$ cat config.mk
export PLATFORM = sky130hd
export DESIGN_NAME = sync_fifo_param
export DESIGN_NICKNAME = d
export VERILOG_FILES = /design/src/rtl/sync_fifo_param.sv
export SDC_FILE = /design/constraint.sdc
export NUM_CORES = 1
export LEC_CHECK = 0
export ABC_AREA = 1
export BUFFER_PORTS_ARGS = -buffer_cell sky130_fd_sc_hd__buf_4
export CORE_UTILIZATION = 50
export CTS_CLUSTER_DIAMETER = 50
export DETAILED_ROUTE_END_ITERATION = 10
export PLACE_DENSITY = 0.74
export SLEW_MARGIN = 20
export SYNTH_ARGS = -nofsm -noshare
export SYNTH_HDL_FRONTEND = slang
export SYNTH_SLANG_ARGS = --single-unit
$ cat constraint.sdc
create_clock -name clk -period 2.6 [get_ports clk]
set_input_delay 0.13 -clock clk [delete_from_list [all_inputs] [get_ports clk]]
set_output_delay 0.13 -clock clk [all_outputs]
set_load 0.1 [all_outputs]
$ cat src/rtl/sync_fifo_param.sv
// Parameterised single-clock FIFO: standard or first-word-fall-through read,
// almost-full/empty thresholds, sticky overflow/underflow flags and synchronous flush.
module sync_fifo_param #(
  parameter int DATA_W    = 8,
  parameter int DEPTH     = 16,
  parameter int FWFT      = 0,
  parameter int AF_THRESH = DEPTH - 2,
  parameter int AE_THRESH = 1
) (
  input  logic                        clk,
  input  logic                        rst,
  input  logic                        clr,
  input  logic                        wr_en,
  input  logic [DATA_W-1:0]           din,
  input  logic                        rd_en,
  output logic [DATA_W-1:0]           dout,
  output logic                        rd_valid,
  output logic                        full,
  output logic                        empty,
  output logic                        almost_full,
  output logic                        almost_empty,
  output logic [$clog2(DEPTH):0]      count,
  output logic                        overflow,
  output logic                        underflow
);

  localparam int ADDR_W = $clog2(DEPTH);
  localparam int CNT_W  = ADDR_W + 1;

  localparam logic [CNT_W-1:0]  DEPTH_C = CNT_W'(DEPTH);
  localparam logic [CNT_W-1:0]  AF_C    = CNT_W'(AF_THRESH);
  localparam logic [CNT_W-1:0]  AE_C    = CNT_W'(AE_THRESH);
  localparam logic [ADDR_W-1:0] PTR_ONE = ADDR_W'(1);
  localparam logic [CNT_W-1:0]  CNT_ONE = CNT_W'(1);

  logic [DATA_W-1:0] r_mem [DEPTH];
  logic [ADDR_W-1:0] r_wr_ptr;
  logic [ADDR_W-1:0] r_rd_ptr;
  logic [CNT_W-1:0]  r_count;
  logic [CNT_W-1:0]  w_count_nxt;
  logic              r_overflow;
  logic              r_underflow;

  logic w_full;
  logic w_empty;
  logic w_rd_acc;
  logic w_wr_acc;

  assign w_full  = (r_count == DEPTH_C);
  assign w_empty = (r_count == '0);

  // A flush cycle swallows both requests, so neither side is accepted.
  assign w_rd_acc = ~clr & rd_en & ~w_empty;
  assign w_wr_acc = ~clr & wr_en & (~w_full | w_rd_acc);

  // NOTE: every variable written in always_comb gets a default first, so no
  // path through the block can leave it unassigned and infer a latch.
  always_comb begin
    w_count_nxt = r_count;
    unique case ({w_wr_acc, w_rd_acc})
      2'b10:   w_count_nxt = r_count + CNT_ONE;
      2'b01:   w_count_nxt = r_count - CNT_ONE;
      default: w_count_nxt = r_count;
    endcase
  end

  // NOTE: the storage array has no reset so it maps onto plain RAM; its
  // contents are never observed before a write has filled the slot.
  always_ff @(posedge clk) begin
    if (w_wr_acc) r_mem[r_wr_ptr] <= din;
  end

  // NOTE: sequential state uses non-blocking assignments only, so every
  // register samples the pre-edge values regardless of block ordering.
  always_ff @(posedge clk or negedge rst) begin
    if (!rst) begin
      r_wr_ptr <= '0;
      r_rd_ptr <= '0;
      r_count  <= '0;
    end else if (clr) begin
      r_wr_ptr <= '0;
      r_rd_ptr <= '0;
      r_count  <= '0;
    end else begin
      if (w_wr_acc) r_wr_ptr <= r_wr_ptr + PTR_ONE;
      if (w_rd_acc) r_rd_ptr <= r_rd_ptr + PTR_ONE;
      r_count <= w_count_nxt;
    end
  end

  always_ff @(posedge clk or negedge rst) begin
    if (!rst) begin
      r_overflow  <= 1'b0;
      r_underflow <= 1'b0;
    end else if (clr) begin
      r_overflow  <= 1'b0;
      r_underflow <= 1'b0;
    end else begin
      if (wr_en & ~w_wr_acc) r_overflow  <= 1'b1;
      if (rd_en & w_empty)   r_underflow <= 1'b1;
    end
  end

  generate
    if (FWFT != 0) begin : g_fwft
      // Head word is shown directly; forced to zero while nothing is stored
      // so the output matches its reset value instead of stale RAM.
      assign dout     = w_empty ? '0 : r_mem[r_rd_ptr];
      assign rd_valid = ~w_empty;
    end else begin : g_std
      logic [DATA_W-1:0] r_dout;
      logic              r_rd_valid;

      always_ff @(posedge clk or negedge rst) begin
        if (!rst) begin
          r_dout     <= '0;
          r_rd_valid <= 1'b0;
        end else if (clr) begin
          r_rd_valid <= 1'b0;
        end else begin
          r_rd_valid <= w_rd_acc;
          if (w_rd_acc) r_dout <= r_mem[r_rd_ptr];
        end
      end

      assign dout     = r_dout;
      assign rd_valid = r_rd_valid;
    end
  endgenerate

  assign full         = w_full;
  assign empty        = w_empty;
  assign almost_full  = (r_count >= AF_C);
  assign almost_empty = (r_count <= AE_C);
  assign count        = r_count;
  assign overflow     = r_overflow;
  assign underflow    = r_underflow;

endmodule

==> results.json, run 1 <==
{
  "clk_pin_slew_ps": 60,
  "cp.required_ps": 2650,
  "status": "complete, no violations",
  "wl_um": 15600,
  "yosysTopAreaCell": "edfxtp_1",
  "layout.cells.non_filler": 937,
  "ctsResizeCount": 0,
  "dp_hpwl_um": 10200,
  "die_x_um": 121,
  "vias_per_cell": 5.27,
  "grt_max_degree": 67,
  "io_pins": 33,
  "cts_sinks": 152,
  "setup_violations": 0,
  "multi_input_area_um2": 1990,
  "finalClockSkew_ps": 10.8,
  "syn_nets": 731,
  "critPathLaunchType": "register",
  "final_layout_size_suffix_gt1_share_pct": 14.1,
  "fin_nets": 767,
  "drt_iter0_drc": 486,
  "grt_overflow_total": 0,
  "slew_headroom_pct": 55.9,
  "holdWs_ps": 59.6,
  "regArea_um2": 4450,
  "yosysWarnings": 0,
  "routedWlPerCell_um": 16.7,
  "rsz0062_at_grt": "false",
  "synth_edf_count": 128,
  "postSynthAreaPerCell_um2": 10.0,
  "ant_nets": 0,
  "rows": 43,
  "top_layer": "met4",
  "cp.buffers_inverters": 3,
  "wl_met2_um": 7710,
  "yosys-top-cells-area": "edfxtp_1, nand2_1, dfrtp_1",
  "synth-seq-cells": 152,
  "period_needed_ps": 2450,
  "tns_ps": 0,
  "antenna_found_initial": 0,
  "yosysMostFrequentCell": "nand2_1",
  "ys.flop_type": "edfxtp_1",
  "leakage_nw": 3.60,
  "gp_congestion": 0.906,
  "worst_slew_pin_slew_ps": 662,
  "vdd_ir_drop_max_mv": 0.546,
  "synthTopCellsByCount": "nand2_1, edfxtp_1, inv_1, nand3_1, dfrtp_1",
  "hold_class": "input port to register",
  "fmax_ghz": 0.409,
  "seq_area_frac_synth_pct": 62.5,
  "reg2reg_from": "count[0]$_DFFE_PN0P_",
  "hold_path_startpoint": "rd_en",
  "worstSkewPairLatency_ps": 420,
  "async_reset_ff_share_pct": 15.8,
  "fin_crit_sh_pct": 94.1,
  "fill_cells": 1141,
  "synth_top_area_share_pct": 54.1,
  "wl_met1_um": 6630,
  "hold_viol": 0,
  "wl_met3_um": 853,
  "cts_tree": "built",
  "die_h_um": 121,
  "clockRootBuffer": "clkbuf_16",
  "start_util_pct": 51.2,
  "dr_total_vias": 4936,
  "arrival_ps": 2500,
  "syn2layout_area_growth_pct": 13.1,
  "final_max_slew_viol_count": 0,
  "port_buffers": 32,
  "cts_buffers": 17,
  "worstSetupPathType": "register to register",
  "grt_pass1_vias": 4656,
  "grt_pass1_wl_um": 24300,
  "netlist_area_um2": 7110,
  "slowest_delay_ps": 490,
  "end_kind": "register",
  "post-route-drc-count": 0,
  "diodes": 0,
  "h-tree-depth": 4,
  "place_inst": 902,
  "core_area_um2": 13900,
  "path_cells": "inv_1, ha_1, inv_1, nor2_4, nand2_4, nand2_4, nand2_4, nand2_4, inv_8, nand2_4, nor2_1",
  "drt_first_pass_iters": 5,
  "grt_usage_pct": 23.1,
  "netlist_instances": 708,
  "maxCapViolCount": 0,
  "startpoint": "count[0]$_DFFE_PN0P_",
  "p_per_area_nw_per_um2": 914,
  "clock_path_buffers": 2,
  "path_common_cell": "nand2_4",
  "ys_types": 34,
  "crit_path_max_fanout": 14,
  "cpLargestDelayFamily": "simple AND/OR/NAND/NOR gates",
  "crit_slowest_cell": "nor2_1",
  "die_area_um2": 14700
}
layout make-up:
type,instances,area share [%]
Sequential cell,152,55.4
Multi-Input combinational cell,406,24.7
Inverter,118,5.60
Clock buffer,19,5.38
Timing Repair Buffer,49,4.82
Tap cell,180,2.80
Clock inverter,13,1.31
worst paths after layout:
| kind | cells after the start | slack (ps) | to |
|---|---|---|---|
| hold / removal | 4 | 60 | underflow$_DFFE_PN0P_ |
| setup / recovery | 11 | 150 | r_mem[4][4]$_DFFE_PP_ |
| hold reg to reg | 2 | 490 | dout[0]$_DFFE_PN0P_ |
| setup reg to reg | 11 | 150 | r_mem[4][4]$_DFFE_PP_ |
| min in group asynchronous | 2 | 160 | rd_valid$_DFF_PN0_ |
| max in group asynchronous | 2 | 2170 | count[0]$_DFFE_PN0P_ |
metrics by stage:
| step | worst slack, ps | power [W] | util, % | area (µm²) |
|---|---|---|---|---|
| after floorplan | 19.0 | 0.00468 | - | 7120 |
| after global placement | 267 | 0.00512 | 53.8 | 7470 |
| after detailed placement | 189 | 0.00516 | 53.8 | 7470 |
| after CTS | 158 | 0.00738 | 57.9 | 8040 |
| after global routing | 12.9 | 0.00767 | 57.9 | 8040 |
| final | 153 | 0.00735 | 57.9 | 8040 |
cell families after synthesis:
| family | after synthesis | synth area share [%] |
|---|---|---|
| adder cells (fa/ha/maj) | 10 | 1.76 |
| flip-flops | 152 | 62.5 |
| buffers and inverters | 150 | 9.55 |
| XOR/XNOR | 6 | 0.739 |
| AO/OA/AOI/OAI | 15 | 1.39 |
| AND/OR/NAND/NOR | 375 | 24.1 |
timing repair:
| item | in CTS | in global routing |
|---|---|---|
| hold buffers | 3 | 0 |
| endpoints found under the hold margin | 26 | 0 |
| setup buffers | 0 | 0 |
metal layers:
metal  vias to the layer above  track usage (%)
met1                      2368             29.8
li1                       2351                -
met3                        29             4.93
met2                       188             37.5
met4                         0             10.4
met5                         -                0
worst register-to-register path, cell delays in order (launching register included):
cell and delay [ps]:
dfrtp_4 440, inv_1 120, ha_1 260, inv_1 100, nor2_4 40, nand2_4 90, nand2_4 130, nand2_4 90
nand2_4 80, inv_8 120, nand2_4 100, nor2_1 500
flip-flops by register name (all words and copies together) (netlist names):
register / count
r_mem: 128
dout: 8
count: 5
r_rd_ptr: 4
r_wr_ptr: 4
overflow: 1
rd_valid: 1
underflow: 1
where the power goes:
part / leakage [nW] / internal, W / switching [W] / total, W
clock: 0.258 / 0.00130 / 0.000912 / 0.00222
combinational: 1.88 / 0.000513 / 0.00169 / 0.00221
sequential: 1.46 / 0.00280 / 0.000126 / 0.00293
cell usage in the layout, fill, tap and decap left out, drive strengths merged, types with 2 or more instances in the layout:
cell type      n
a21oi          6
buf           46
clkbuf        19
clkinv        10
clkinvlp       2
dfrtp         24
dlygate4sd3    3
edfxtp       128
ha            10
inv          118
nand2        229
nand3        116
nand4          4
nor2          26
o21a           2
o21ai          3
xnor2          2
xor2           4
No activity file was read; power rests on OpenSTA's default activity.
==> run 2: changes to the inputs <==
- CORE_ASPECT_RATIO: unset -> 1.2
==> run 2 against run 1 <==
Net effect:
- core utilization is essentially flat
- largest power group unchanged
- critical path depth stayed put
- global-route usage shrank 0.30 points
- sequential share of layout area increased by 0.24 points
- critical endpoint is now r_mem[8][1]$_DFFE_PP_
==> results.json, run 2 (synthesized netlist as in run 1, its figures left out) <==
{
  "largest_register_ffs": 128,
  "die_area_um2": 14700,
  "period_needed_ps": 2470,
  "status": "complete, no violations",
  "cts_sinks": 152,
  "place_ws_ps": 140,
  "hold_class": "input port to register",
  "tns_ps": 0,
  "placed_cell_area_um2": 7410,
  "crit_path_max_fanout": 14,
  "path_cells": "inv_1, ha_1, inv_1, nor2_4, nand2_4, nand2_4, nand2_4, nand2_4, inv_8, nand2_4, nor2_1",
  "dr_total_vias": 4874,
  "grt_pass1_vias": 4736,
  "io_pins": 33,
  "grt_pass1_wl_um": 24800,
  "worstSkewPairLatency_ps": 420,
  "cts_buffers": 17,
  "antenna_found_initial": 0,
  "die_h_um": 133,
  "path_common_cell": "nand2_4",
  "holdWs_ps": 83.0,
  "hold_viol": 0,
  "start_util_pct": 51.5,
  "final_common_cell": "nand2_1",
  "final_max_slew_viol_count": 0,
  "clk_pin_slew_ps": 60,
  "drt_first_pass_iters": 5,
  "routedWlPerCell_um": 17.3,
  "dp_hpwl_um": 10600,
  "fin_ws_ps": 127,
  "vias_per_cell": 5.29,
  "layout.cells.non_filler": 921,
  "grt_usage_pct": 22.8,
  "rsz0062_at_grt": "false",
  "place_inst": 886,
  "setup_violations": 0,
  "fin_nets": 760,
  "drt_iter0_drc": 436,
  "worstSetupPathType": "register to register",
  "final_cell_area_um2": 8010,
  "worst_slew_pin_slew_ps": 661,
  "final_layout_size_suffix_gt1_share_pct": 13.7,
  "rows": 47,
  "leakage_nw": 3.57,
  "h-tree-depth": 4,
  "p_per_area_nw_per_um2": 930,
  "core_area_um2": 13800,
  "wl_um": 15900,
  "grt_max_degree": 67,
  "port_buffers": 32,
  "fmax_ghz": 0.404,
  "clockRootBuffer": "clkbuf_16",
  "post-route-drc-count": 0,
  "gp_congestion": 0.970,
  "crit_slowest_cell": "nor2_1",
  "maxCapViolCount": 0,
  "slew_headroom_pct": 56.0,
  "cp.required_ps": 2650,
  "diodes": 0,
  "cts_tree": "built",
  "grt_overflow_total": 0,
  "end_kind": "register",
  "arrival_ps": 2530,
  "fin_crit_sh_pct": 95.1,
  "die_x_um": 111,
  "fill_cells": 1119,
  "syn2layout_area_growth_pct": 12.6,
  "regMostFlops": "r_mem",
  "critPathLaunchType": "register",
  "slowest_delay_ps": 510,
  "vdd_ir_drop_max_mv": 0.952,
  "cts_setup_buffers": 0,
  "finalClockSkew_ps": 7.50,
  "final_cell_mix": "nand2_1, edfxtp_1, inv_1, nand3_1, buf_4",
  "clock_path_buffers": 2,
  "ant_nets": 0
}
run 2: cell types whose count changed in the layout (fill, tap and decap cells not counted), sizes merged:
| cell | before | now |
|---|---|---|
| bufinv | 1 | 2 |
| buf | 46 | 39 |
| clkinvlp | 2 | 4 |
| clkinv | 10 | 7 |
run 2: worst paths after layout:
| path | start | endpoint | slack (ps) | depth (start not counted) |
|---|---|---|---|---|
| setup reg to reg | count[0]$_DFFE_PN0P_ | r_mem[8][1]$_DFFE_PP_ | 130 | 11 |
| hold / removal | rd_en | underflow$_DFFE_PN0P_ | 80 | 4 |
| min in group asynchronous | rst | rd_valid$_DFF_PN0_ | 170 | 2 |
| hold reg to reg | dout[5]$_DFFE_PN0P_ | dout[5]$_DFFE_PN0P_ | 490 | 2 |
| max in group asynchronous | rst | count[0]$_DFFE_PN0P_ | 2140 | 2 |
| setup / recovery | count[0]$_DFFE_PN0P_ | r_mem[8][1]$_DFFE_PP_ | 130 | 11 |
run 2: metal layers:
metal	wire length, µm	global-route usage, %	share of wire, %	up-vias
li1	-	-	-	2333
met1	6390	27.0	40	2338
met2	8220	39.6	52	173
met3	855	5.18	5.4	30
met4	463	10.3	2.9	0
met5	0	0	0	-
run 2: where the power goes:
group / total, W / switching [W] / internal [W]
logic: 0.00220 / 0.00170 / 0.000506
clock network: 0.00233 / 0.000923 / 0.00140
registers: 0.00292 / 0.000116 / 0.00280
run 2: area by class of cell:
type | count | area [µm²] | area share (%)
clock buffers | 19 | 433 | 5.41
clock inverters | 13 | 129 | 1.61
inverters | 118 | 450 | 5.63
multi-input cells | 406 | 1990 | 24.9
flip-flops and latches | 152 | 4450 | 55.6
well taps | 171 | 214 | 2.67
repair buffers | 42 | 335 | 4.19
run 2: per-stage QoR:
stage	total power, W	util [%]
after floorplan	0.00468	-
after global placement	0.00513	53.6
after detailed placement	0.00515	53.6
after CTS	0.00746	57.9
after global routing	0.00774	57.9
final	0.00745	57.9
run 2: critical path: cells and delay by family (launching register included):
| family | cells | cell delay (ps) |
|---|---|---|
| and+or+nand+nor | 7 | 1050 |
| DFF | 1 | 440 |
| buffers and inverters | 3 | 350 |
| adders and majority gates | 1 | 260 |
run 2: repair_timing:
action | 4_1_cts | 5_1_grt
gates resized for setup | 0 | 2
setup endpoints to repair | 0 | 8
endpoints found under the hold margin | 25 | 0
hold buffers | 3 | 0
